`src/rtl/cpu_pkg.sv`:
```
// rtl/cpu_pkg.sv - shared CPU constants, ex/mem payload type and ALU op encodings
package cpu_pkg;

    localparam int XLEN   = 32;
    localparam int REG_AW = 5;

    typedef struct packed {
        logic [XLEN-1:0]   alu_out;
        logic [REG_AW-1:0] rd;
        logic              reg_write;
        logic              mem_read;
        logic              mem_write;
        logic [XLEN-1:0]   store_data;
    } ex_mem_payload_t;

    localparam int EX_MEM_PAYLOAD_W = $bits(ex_mem_payload_t);

    typedef enum logic [4:0] {
        ALU_ADD    = 5'b00000,
        ALU_SUB    = 5'b00001,
        ALU_SLL    = 5'b00010,
        ALU_SLT    = 5'b00011,
        ALU_SLTU   = 5'b00100,
        ALU_XOR    = 5'b00101,
        ALU_SRL    = 5'b00110,
        ALU_SRA    = 5'b00111,
        ALU_OR     = 5'b01000,
        ALU_AND    = 5'b01001,
        ALU_PASS_B = 5'b01010,
        ALU_EQ     = 5'b01011,
        ALU_NE     = 5'b01100,
        ALU_LT     = 5'b01101,
        ALU_GE     = 5'b01110,
        ALU_LTU    = 5'b01111,
        ALU_GEU    = 5'b10000
    } alu_op_e;

endpackage

```
`src/rtl/skid_buffer.sv`:
```
// rtl/skid_buffer.sv - generic 2-entry skid buffer with flush and registered ready
module skid_buffer #(
    parameter int WIDTH = 8
) (
    input  logic             clk,
    input  logic             rst_n,
    input  logic             flush,
    input  logic             in_valid,
    output logic             in_ready,
    input  logic [WIDTH-1:0] in_data,
    output logic             out_valid,
    input  logic             out_ready,
    output logic [WIDTH-1:0] out_data
);

    logic             main_valid_q, main_valid_d;
    logic             skid_valid_q, skid_valid_d;
    logic [WIDTH-1:0] main_q, main_d;
    logic [WIDTH-1:0] skid_q, skid_d;
    logic             accept;
    logic             fire;

    // ready depends only on registered state, never on out_ready
    assign in_ready  = !skid_valid_q;
    assign accept    = in_valid && in_ready && !flush;
    assign fire      = main_valid_q && out_ready;
    assign out_valid = main_valid_q;
    assign out_data  = main_q;

    always_comb begin
        main_valid_d = main_valid_q;
        skid_valid_d = skid_valid_q;
        main_d       = main_q;
        skid_d       = skid_q;
        if (flush) begin
            main_valid_d = 1'b0;
            skid_valid_d = 1'b0;
        end else if (!main_valid_q) begin
            if (accept) begin
                main_d       = in_data;
                main_valid_d = 1'b1;
            end
        end else if (fire) begin
            if (skid_valid_q) begin
                main_d       = skid_q;
                skid_valid_d = 1'b0;
            end else if (accept) begin
                main_d = in_data;
            end else begin
                main_valid_d = 1'b0;
            end
        end else if (accept) begin
            skid_d       = in_data;
            skid_valid_d = 1'b1;
        end
    end

    always_ff @(posedge clk) begin
        if (!rst_n) begin
            main_valid_q <= 1'b0;
            skid_valid_q <= 1'b0;
            main_q       <= '0;
            skid_q       <= '0;
        end else begin
            main_valid_q <= main_valid_d;
            skid_valid_q <= skid_valid_d;
            main_q       <= main_d;
            skid_q       <= skid_d;
        end
    end

endmodule

```
`src/rtl/ex_mem_stage.sv`:
```
// rtl/ex_mem_stage.sv - EX/MEM pipeline register with skid buffering and branch redirect
module ex_mem_stage #(
    parameter int XLEN   = cpu_pkg::XLEN,
    parameter int REG_AW = cpu_pkg::REG_AW
) (
    input  logic              clk,
    input  logic              rst_n,
    input  logic              Flush,
    input  logic              In_valid,
    output logic              In_ready,
    input  logic [XLEN-1:0]   ALU_out_in,
    input  logic              Flag_in,
    input  logic [REG_AW-1:0] Rd_in,
    input  logic              Reg_write_in,
    input  logic              Mem_read_in,
    input  logic              Mem_write_in,
    input  logic [XLEN-1:0]   Store_data_in,
    input  logic              Is_branch_in,
    input  logic [XLEN-1:0]   Branch_target_in,
    output logic              Out_valid,
    input  logic              Out_ready,
    output logic [XLEN-1:0]   ALU_result,
    output logic [REG_AW-1:0] Rd,
    output logic              Reg_write,
    output logic              Mem_read,
    output logic              Mem_write,
    output logic [XLEN-1:0]   Store_data,
    output logic              Redirect,
    output logic [XLEN-1:0]   Redirect_target
);

    // same field order as cpu_pkg::ex_mem_payload_t, sized from this instance's parameters
    localparam int PW = 2 * XLEN + REG_AW + 3;

    logic [PW-1:0]   in_payload;
    logic [PW-1:0]   out_payload;
    logic            accept;
    logic            redirect_q, redirect_d;
    logic [XLEN-1:0] target_q, target_d;

    assign in_payload = {ALU_out_in, Rd_in, Reg_write_in, Mem_read_in, Mem_write_in, Store_data_in};

    skid_buffer #(
        .WIDTH(PW)
    ) u_skid_buffer (
        .clk       (clk),
        .rst_n     (rst_n),
        .flush     (Flush),
        .in_valid  (In_valid),
        .in_ready  (In_ready),
        .in_data   (in_payload),
        .out_valid (Out_valid),
        .out_ready (Out_ready),
        .out_data  (out_payload)
    );

    assign {ALU_result, Rd, Reg_write, Mem_read, Mem_write, Store_data} = out_payload;

    // redirect follows acceptance, not delivery, so memory backpressure cannot delay it
    assign accept = In_valid && In_ready && !Flush;

    always_comb begin
        redirect_d = accept && Is_branch_in && Flag_in;
        target_d   = redirect_d ? Branch_target_in : target_q;
    end

    always_ff @(posedge clk) begin
        if (!rst_n) begin
            redirect_q <= 1'b0;
            target_q   <= '0;
        end else begin
            redirect_q <= redirect_d;
            target_q   <= target_d;
        end
    end

    assign Redirect        = redirect_q;
    assign Redirect_target = target_q;

endmodule

```
`config.mk`:
```
export PLATFORM = sky130hd
export DESIGN_NAME = ex_mem_stage
export DESIGN_NICKNAME = d
export VERILOG_FILES = /design/src/rtl/cpu_pkg.sv /design/src/rtl/skid_buffer.sv /design/src/rtl/ex_mem_stage.sv
export SDC_FILE = /design/constraint.sdc
export NUM_CORES = 1
export LEC_CHECK = 0
export BUFFER_PORTS_ARGS = -buffer_cell sky130_fd_sc_hd__buf_2
export CAP_MARGIN = 5
export CORE_MARGIN = 2
export CORE_UTILIZATION = 40
export CTS_CLUSTER_DIAMETER = 80
export DETAILED_ROUTE_END_ITERATION = 10
export GPL_ROUTABILITY_DRIVEN = 0
export PLACE_DENSITY_LB_ADDON = 0.2
export SLEW_MARGIN = 15
export SYNTH_ARGS = -nofsm -noshare
export SYNTH_HDL_FRONTEND = slang
export SYNTH_SLANG_ARGS = --single-unit
```
`constraint.sdc`:
```
create_clock -name clk -period 1.82 [get_ports clk]
set_clock_uncertainty 0.15 [all_clocks]
set_input_delay 0.273 -clock clk [delete_from_list [all_inputs] [get_ports clk]]
set_output_delay 0.273 -clock clk [all_outputs]
set_load 0.05 [all_outputs]
```
Yosys cells after proc, flatten, opt, wreduce, memory -nomap -nowiden

Index checks and enable logic that the tools add are counted.

Output and inout port bits: 107
Register bits after elaboration: 179
Logic and storage cells: 32

Muxes and demuxes: 10
Bitwise gates (word level): 3
Reductions and logical operators: 12
Equal/unequal tests: 1

Operators by type and width:

| cell                                          | count |
|---|---|
| 2-to-1 mux 72 bit                             | 4 |
| 2-to-1 mux 1 bit                              | 6 |
| logical AND 1 bit                             | 5 |
| AND reduction 2 bit                           | 2 |
| AND reduction 4 bit                           | 1 |
| inverter 1 bit                                | 3 |
| logical NOT 1 bit                             | 2 |
| inequality test 2 bit (second input constant) | 1 |
| nonzero test 2 bit                            | 1 |
| OR reduction 2 bit                            | 1 |

Logic depth before layout (Yosys ltp)

Gate-level depths: netlist of the first run.

Word-level depth: 7
Mapped depth: 7
Mapped depth without buffers: 3

Cells and area by module

From an unflattened synthesis of the first run, not the netlist that was laid out.

Cell total of the unflattened synthesis: 1015
Area total of the unflattened synthesis: 9608.0 µm²

Modules (own cells, without submodules):

| module       | times used | seq. area each (µm²) | cells each | area an instance (µm²) |
|---|---|---|---|---|
| skid_buffer  | 1          | 2922.8               | 873        | 8245.4 |
| ex_mem_stage | 1          | 660.6                | 142        | 1362.6 |

Least setup slack after synthesis of the first run

OpenSTA, ideal clock, no wires.

Path type: register -> register
Start point: register u_skid_buffer.main_valid_q, in the netlist u_skid_buffer.out_valid
End point: register u_skid_buffer.main_q[64], in the netlist u_skid_buffer.out_data[64]
Buffers on the path: 2
Cell stages (with the launch flop): 6
Clock period less this slack: 1.897 ns
Data arrival time: 1.677 ns
Required time: 1.600 ns
Slack: -0.077 ns
Cell sequence: dfxtp_1 > buf_6 > buf_2 > nand3_1 > a2111o_1 > a21oi_1

Word-level cells in the longest chain between the ends: 3
Elaborated cells on any way between the ends: 4

Ends and longest elaborated chain:

| element                         | line              | source |
|---|---|---|
| start: declaration              | skid_buffer.sv:16 | `logic main_valid_q, main_valid_d;` |
| start signal: assignment        | skid_buffer.sv:65 | `main_valid_q <= main_valid_d;` |
| logical AND 1 bit               | skid_buffer.sv:26 | `assign fire = main_valid_q && out_ready;` |
| inequality test 2 bit (no line) | --                |  |
| AND reduction 2 bit (no line)   | --                |  |
| end signal: assignment          | skid_buffer.sv:67 | `main_q <= main_d;` |
| end: declaration                | skid_buffer.sv:18 | `logic [WIDTH-1:0] main_q, main_d;` |

Several ways; a longest one is shown, not always the timed one.
A chain may end at the register's enable or synchronous reset.

Final worst setup path of the first run

Start point: register u_skid_buffer.main_valid_q, in the netlist u_skid_buffer.out_valid
End point: output port Out_valid

RTL lines:

| element          | line               | source |
|---|---|---|
| end: declaration | ex_mem_stage.sv:20 | `output logic Out_valid,` |

No word-level cell between the ends.

==> results.md, run 1 <==
- Mapped Area: 8867 um^2
- CTS Buf Count: 17
- DP HPWL: 15460 um
- P per Cell Area: about 800 nW/um^2
- #FFs+latches synth: 179
- Post-synth ARST share: 0
- Min-delay worst type: input port to register
- WL met3: approximately 1500 um
- Yosys cell types: 28
- Peak VDD IR: 0.0005905 V
- Max Freq: 567.4 MHz
- Buf/Inv on CP: 2
- Clock latency on the worst-skew pair: 0.43 ns
- IO Pins: between 200 and 250
- Crit path kind: register to output port
- Area grow syn2layout: 34.85%
- Chip height: 152.9 um
- Period utilisation layout: 0.9684
- Number of setup violations in the final report: 0
- Top Metal Used: met4
- Slew headroom: 0.7142
- Status: finished, final reports clean
- Largest net degree at the start of global routing: between 90 and 100
- # Max-Cap Violations: 0
- DR WL met2: 12940 um
- Least-Margin Pin Slew: 0.4283 ns
- Minimum hold slack: about 0.022 ns
- CP Capture Type: output port
- CTS tree: built
- Synthesized instance count: between 1000 and 1500
- Worst Path Arrival: around 1.3 ns
- Clk buf depth: 2
- Core area: 21820 um^2
- Most frequent cells in the layout: buf_2 (213), dfxtp_1 (177), a21oi_1 (177)
- Slowest cell delay on critical path: 0.48 ns
- Routed Antenna Nets: 0
- Final hold vios: 0
- DRC viols: 0
- First-pass GRT wire length: approximately 43000 um
- Final #Nets: 1368
- Critical path's top delay family: flip-flops
- Post-Route WL: 27070 um
- Slowest cell on the critical path: dfxtp_4
- Cell Chain, Critical Path: buf_12, buf_4
- Avg Inst Size Synth: 8.753 um^2
- Clock sinks: 179
- Clock-pin slew on the worst setup and hold paths: 0.06 ns
- Row count: 54
- Total grt overflow: 0
- R2R setup slack: 0.07 ns
- Design Power: 0.009539 W
- Yosys warnings: 0
- RSZ-0062 raised after global routing: true
- Post-Route M1 WL: 12380 um
- Vias per cell: ~5.7
- All-layer global routing usage: 0.2194
- Crit start category: register
- Die Wd: 152.9 um
- First-pass detailed-route iteration total: 5
- Tmin final: 1.762 ns
- Worst path required time: 1.40 ns
- Sequential fraction of the synthesis area: 0.4041
- Wire per inst: approximately 17 um
- Htree depth: 4
- Vias in the first global route: 8196
- PortBufs: 217
- # fillers: just over 2000
- CP max FO: 22
- Number of synthesized flops with an enable pin: 0
- Ys flop type: dfxtp_1
- Net Count, Synth: 1124
- CTS root buf: clkbuf_16
- Starting Density: 0.4063
- Antenna violations before repair: 1
- Pleak: ~4.8 nW
- Initial DRC count: 497
- Layout cell share with drive strength beyond 1: 0.2433
- Slew Viols, Final: 0
- Most common cell after layout, fill and taps aside: buf_2
- Total die area: 23380 um^2
- DR vias: 8854
final timing paths:
check                                                 from                         end  depth (start not counted)
worst min register to register  u_skid_buffer.out_data[32]  u_skid_buffer.out_data[32]                          2
worst max register to register     u_skid_buffer.out_valid  u_skid_buffer.out_data[51]                          5
worst max-delay path               u_skid_buffer.out_valid                   Out_valid                          2
worst min-delay path                              In_valid     u_skid_buffer.out_valid                          3
layer usage:
layer	vias up	global-route usage
li1	4342	-
met1	4220	0.2997
met2	273	0.3585
met3	19	0.04480
met4	0	0.05071
met5	-	0
state kept, by name (all words and copies together) (netlist names):
name / cells
Redirect: 1
Redirect_target: 32
u_skid_buffer.out_data: 72
u_skid_buffer.skid_valid_q: 1
u_skid_buffer.skid_q: 72
u_skid_buffer.out_valid: 1
synthesized netlist by cell type (6+ instances only):
cell type  count  area (um^2)
a2111o_1      71        799.5
a21bo_1       65        650.6
a21bo_2        6        60.06
a21oi_1      178        890.9
buf_2         40        200.2
buf_6         26        292.8
clkbuf_1      69        259.0
dfxtp_1      179         3583
nand3_1      176        880.8
o21ai_0       56        280.3
o21ai_1       49        245.2
o31ai_1       72        540.5
final cells by class:
class / count / area, um^2 / area share
multi-input cells: 686 / 4476 / 0.3743
repair buffers: 370 / 2912 / 0.2435
flip-flops and latches: 179 / 3591 / 0.3003
clock buffers: 21 / 460.4 / 0.03851
clock inverters: 11 / 150.1 / 0.01256
inverters: 3 / 16.27 / 0.001360
well taps: 280 / 350.3 / 0.02930
diodes: 1 / 2.502 / 0.0002093
per-stage QoR:
| step | util | setup WS [ns] | instance area [um^2] | TNS, ns | std cells |
|---|---|---|---|---|---|
| CTS | 0.5455 | 0.01223 | 11910 | 0 | 1548 |
| detailed placement | 0.4657 | 0.08114 | 10160 | 0 | 1406 |
| global placement | 0.4657 | 0.1292 | 10160 | 0 | 1406 |
| finish | 0.5479 | 0.05756 | 11960 | 0 | 1551 |
| floorplan | - | 0.1568 | 8869 | 0 | 1013 |
| global route | 0.5479 | -0.01747 | 11960 | -0.03753 | 1551 |
cell families after synthesis:
group / Yosys count / share of synthesized area
and+or+nand+nor: 186 / 0.1068
muxes: 1 / 0.002540
DFF: 179 / 0.4041
AOI/OAI and AO/OA: 499 / 0.3928
buffers and inverters: 148 / 0.09369
worst reg2reg max path, cell delays in order, from the launching register on:
cell and delay, ns:
dfxtp_4 0.48, buf_12 0.20, mux2i_4 0.11, buf_12 0.21
a2111o_1 0.39, a21oi_1 0.14
where the power goes:
part           internal, W  switching [W]
Sequential         0.00402      0.0000582
Clock              0.00225        0.00163
Combinational     0.000619       0.000970
Total              0.00688        0.00265
repair_timing:
action                     in CTS  in global routing
setup endpoints to repair       2                 18
resized for setup               1                  5
hold endpoints to repair      106                  0
cloned                          1                  2
hold buffers                  106                  0
setup buffers                   3                  0
(Power assumes the default switching activity.)
==> run 2, diff against run 1 <==
--- a/config.mk
+++ b/config.mk
@@ -14,5 +14,5 @@
 export GPL_ROUTABILITY_DRIVEN = 0
 export PLACE_DENSITY_LB_ADDON = 0.2
-export SLEW_MARGIN = 15
+export SLEW_MARGIN = 20
 export SYNTH_ARGS = -nofsm -noshare
 export SYNTH_HDL_FRONTEND = slang
==> constraint.sdc (replaced) <==
create_clock -name clk -period 1.82 [get_ports clk]
set_clock_uncertainty 0.15 [all_clocks]
set_input_delay 0.091 -clock clk [delete_from_list [all_inputs] [get_ports clk]]
set_output_delay 0.091 -clock clk [all_outputs]
set_load 0.05 [all_outputs]
==> run 2 against run 1 <==
  * Register-to-register slack barely moved
  * Non-clock buffer count is 8 lower
  * Maximum frequency grew 1.4%
==> results.md, run 2 (synthesized netlist as in run 1, its figures left out) <==
- Min-delay worst type: input port to register
- Slew Viols, Final: 0 (unchanged)
- Clk buf depth: 2 (unchanged)
- Most common cell after layout, fill and taps aside: buf_2
- Hold Startpoint: Flush
- Starting Density: 0.4063 (unchanged)
- Worst R2R Path Depth: 5 (unchanged)
- P per Cell Area: 816.8 nW/um^2 (+2.4%)
- First-pass detailed-route iteration total: 5 (unchanged)
- Core area: 21820 um^2 (unchanged)
- # Max-Cap Violations: 0 (unchanged)
- Total grt overflow: 0 (unchanged)
- DRC viols: 0 (unchanged)
- CTS tree: built
- Sum Neg Setup Slack: 0 ns (unchanged)
- Routed Antenna Nets: 0 (unchanged)
- Vias per cell: 5.757 (+0.86%)
- Slowest cell on the critical path: dlygate4sd3_1
- Buf/Inv on CP: 3 (+1)
- Status: finished, final reports clean
- Worst Path Arrival: 1.89 ns (+0.55 ns)
- Post-Layout Cell Count: 1542 (-0.58%)
- Comb power frac: 0.161 (-0.006)
- Chip height: 152.9 um (unchanged)
- Crit start category: register
- Slowest cell delay on critical path: 0.55 ns (+0.07 ns)
- Total die area: 23380 um^2 (unchanged)
- # diodes: 0 (-1)
- Most frequent cells in the layout: buf_2 (216), a21oi_1 (178), dfxtp_1 (177)
- DP HPWL: 15130 um (-2.1%)
- Clock sinks: 179 (unchanged)
- Layout cell share with drive strength beyond 1: 0.2369 (-0.006382)
- Minimum hold slack: 0.02008 ns (-0.001830 ns)
- Max Freq: 575.6 MHz (+1.4%)
- Critical path's top delay family: buffers and inverters
- # fillers: 2056 (+1.9%)
- Crit path launch: u_skid_buffer.skid_valid_q
- # placed instances: 1401 (-0.36%)
- Multi-input combinational cell area: 4472 um^2 (about the same)
- Final #Nets: 1360 (-0.58%)
- Net Sw Frac: 0.2787 (+0.0004496)
- Cell Chain, Critical Path: buf_12, inv_1, nand2_1, a21oi_1, dlygate4sd3_1
- Worst path required time: 1.98 ns (+0.58 ns)
- CP Capture Type: register
- Number of setup violations in the final report: 0 (unchanged)
- Row count: 54 (unchanged)
- Largest net degree at the start of global routing: 78 (-17%)
- CTS root buf: clkbuf_16
- Tmin final: 1.737 ns (-0.02510 ns)
- Least-Margin Pin Slew: 0.4520 ns (+0.02368 ns)
- Wire per inst: 17.36 um (-0.52%)
- FF+latch area: 3591 um^2 (unchanged)
- Peak VDD IR: 0.0005742 V (-2.8%)
- Period utilisation layout: 0.9546 (-0.01379)
- Clock latency on the worst-skew pair: 0.42 ns (about the same)
- Proportion of power drawn by flip-flops and latches: 0.422 (-0.005)
- Worst hold stages: 3 (unchanged)
- Part of the power in the clock network: 0.417 (+0.011)
- CP max FO: 49 (+120%)
- Initial DRC count: 497 (unchanged)
- DR vias: 8878 (+0.27%)
- Die Wd: 152.9 um (unchanged)
- Switch Pwr: 0.002693 W (+1.5%)
- All-layer global routing usage: 0.2210 (+0.001565)
- RSZ-0062 raised after global routing: false
- Vias in the first global route: 8286 (+1.1%)
- Htree depth: 4 (unchanged)
- Final hold vios: 0 (unchanged)
- IO Pins: 218 (unchanged)
- Antenna violations before repair: 0 (-1)
- Pleak: 4.729 nW (-1.4%)
- Post-Route WL: 26770 um (-1.1%)
- First-pass GRT wire length: 43550 um (+0.48%)
- Worst r2r src: u_skid_buffer.skid_valid_q
- CTS Buf Count: 17 (unchanged)
- Pint: 0.006970 W (+1.2%)
- Slew headroom: 0.6987 (-0.01548)
- Area grow syn2layout: 33.41%
- Crit path kind: register to register
- Cell depth of the worst setup path: 5 (+3)
- Clock-pin slew on the worst setup and hold paths: 0.07 ns (about the same)
- PortBufs: 217 (unchanged)
[run 2: cell count changes in the layout (fill, tap and decap cells not counted), moves of 2 or more]
cell	change
clkinvlp_4	+2
clkbuf_1	-2
buf_2	+3
buf_12	-2
clkbuf_4	-2
clkbuf_16	-2
buf_4	-6
inv_6	+2
dlygate4sd3_1	+3
[run 2: tightest hold or removal path: stages]
cell	delay, ns
buf_4	0.25
a2111o_1	0.15
a21oi_1	0.05
[run 2: worst paths after layout]
check                                             endpoint  slack, ns
worst max register to register     u_skid_buffer.out_valid       0.08
worst max-delay path               u_skid_buffer.out_valid       0.08
worst min-delay path            u_skid_buffer.out_data[71]       0.02
worst min register to register  u_skid_buffer.out_data[45]       0.31
[run 2: metrics by stage]
step | setup WS (ns) | power [W] | util | instance area, um^2
final | 0.08265 | 0.009663 | 0.5421 | 11830
after global routing | 0.02076 | 0.01002 | 0.5421 | 11830
after CTS | 0.04383 | 0.009752 | 0.5415 | 11820
after detailed placement | 0.1930 | 0.005530 | 0.4623 | 10090
after global placement | 0.2192 | 0.005527 | 0.4623 | 10090
after floorplan | 0.1568 | 0.005104 | - | 8869
[run 2: repair_timing]
action | CTS | global route
resized for setup | 0 | 3
buffers inserted | 0 | 0
hold buffers | 109 | 0
endpoints found under the hold margin | 158 | 0
setup endpoints to repair | 0 | 2
[run 2: cell type report]
cell class	instances	share of cell area
well taps	280	0.02961
clock inverters	14	0.01682
clock buffers	18	0.03712
flip-flops and latches	179	0.3035
multi-input cells	686	0.3780
inverters	3	0.001375
repair buffers	362	0.2335
[run 2: per-layer routing]
layer  up-vias  part of all wire  global-route usage  wire length (um)
li1       4335                 -                   -                 -
met1      4261              0.46              0.3048             12310
met2       252              0.48              0.3543             12720
met3        30             0.050             0.04026              1338
met4         0             0.015             0.06526               404
met5         -                 0                   0                 0
[run 2: power by group through the flow]
stage                     registers, W  clock network (W)  logic (W)
after floorplan                0.00448                  0   0.000626
after global placement         0.00417                  0    0.00136
after detailed placement       0.00417                  0    0.00136
after CTS                      0.00408            0.00413    0.00155
after global routing           0.00409            0.00427    0.00166
final                          0.00408            0.00403    0.00156
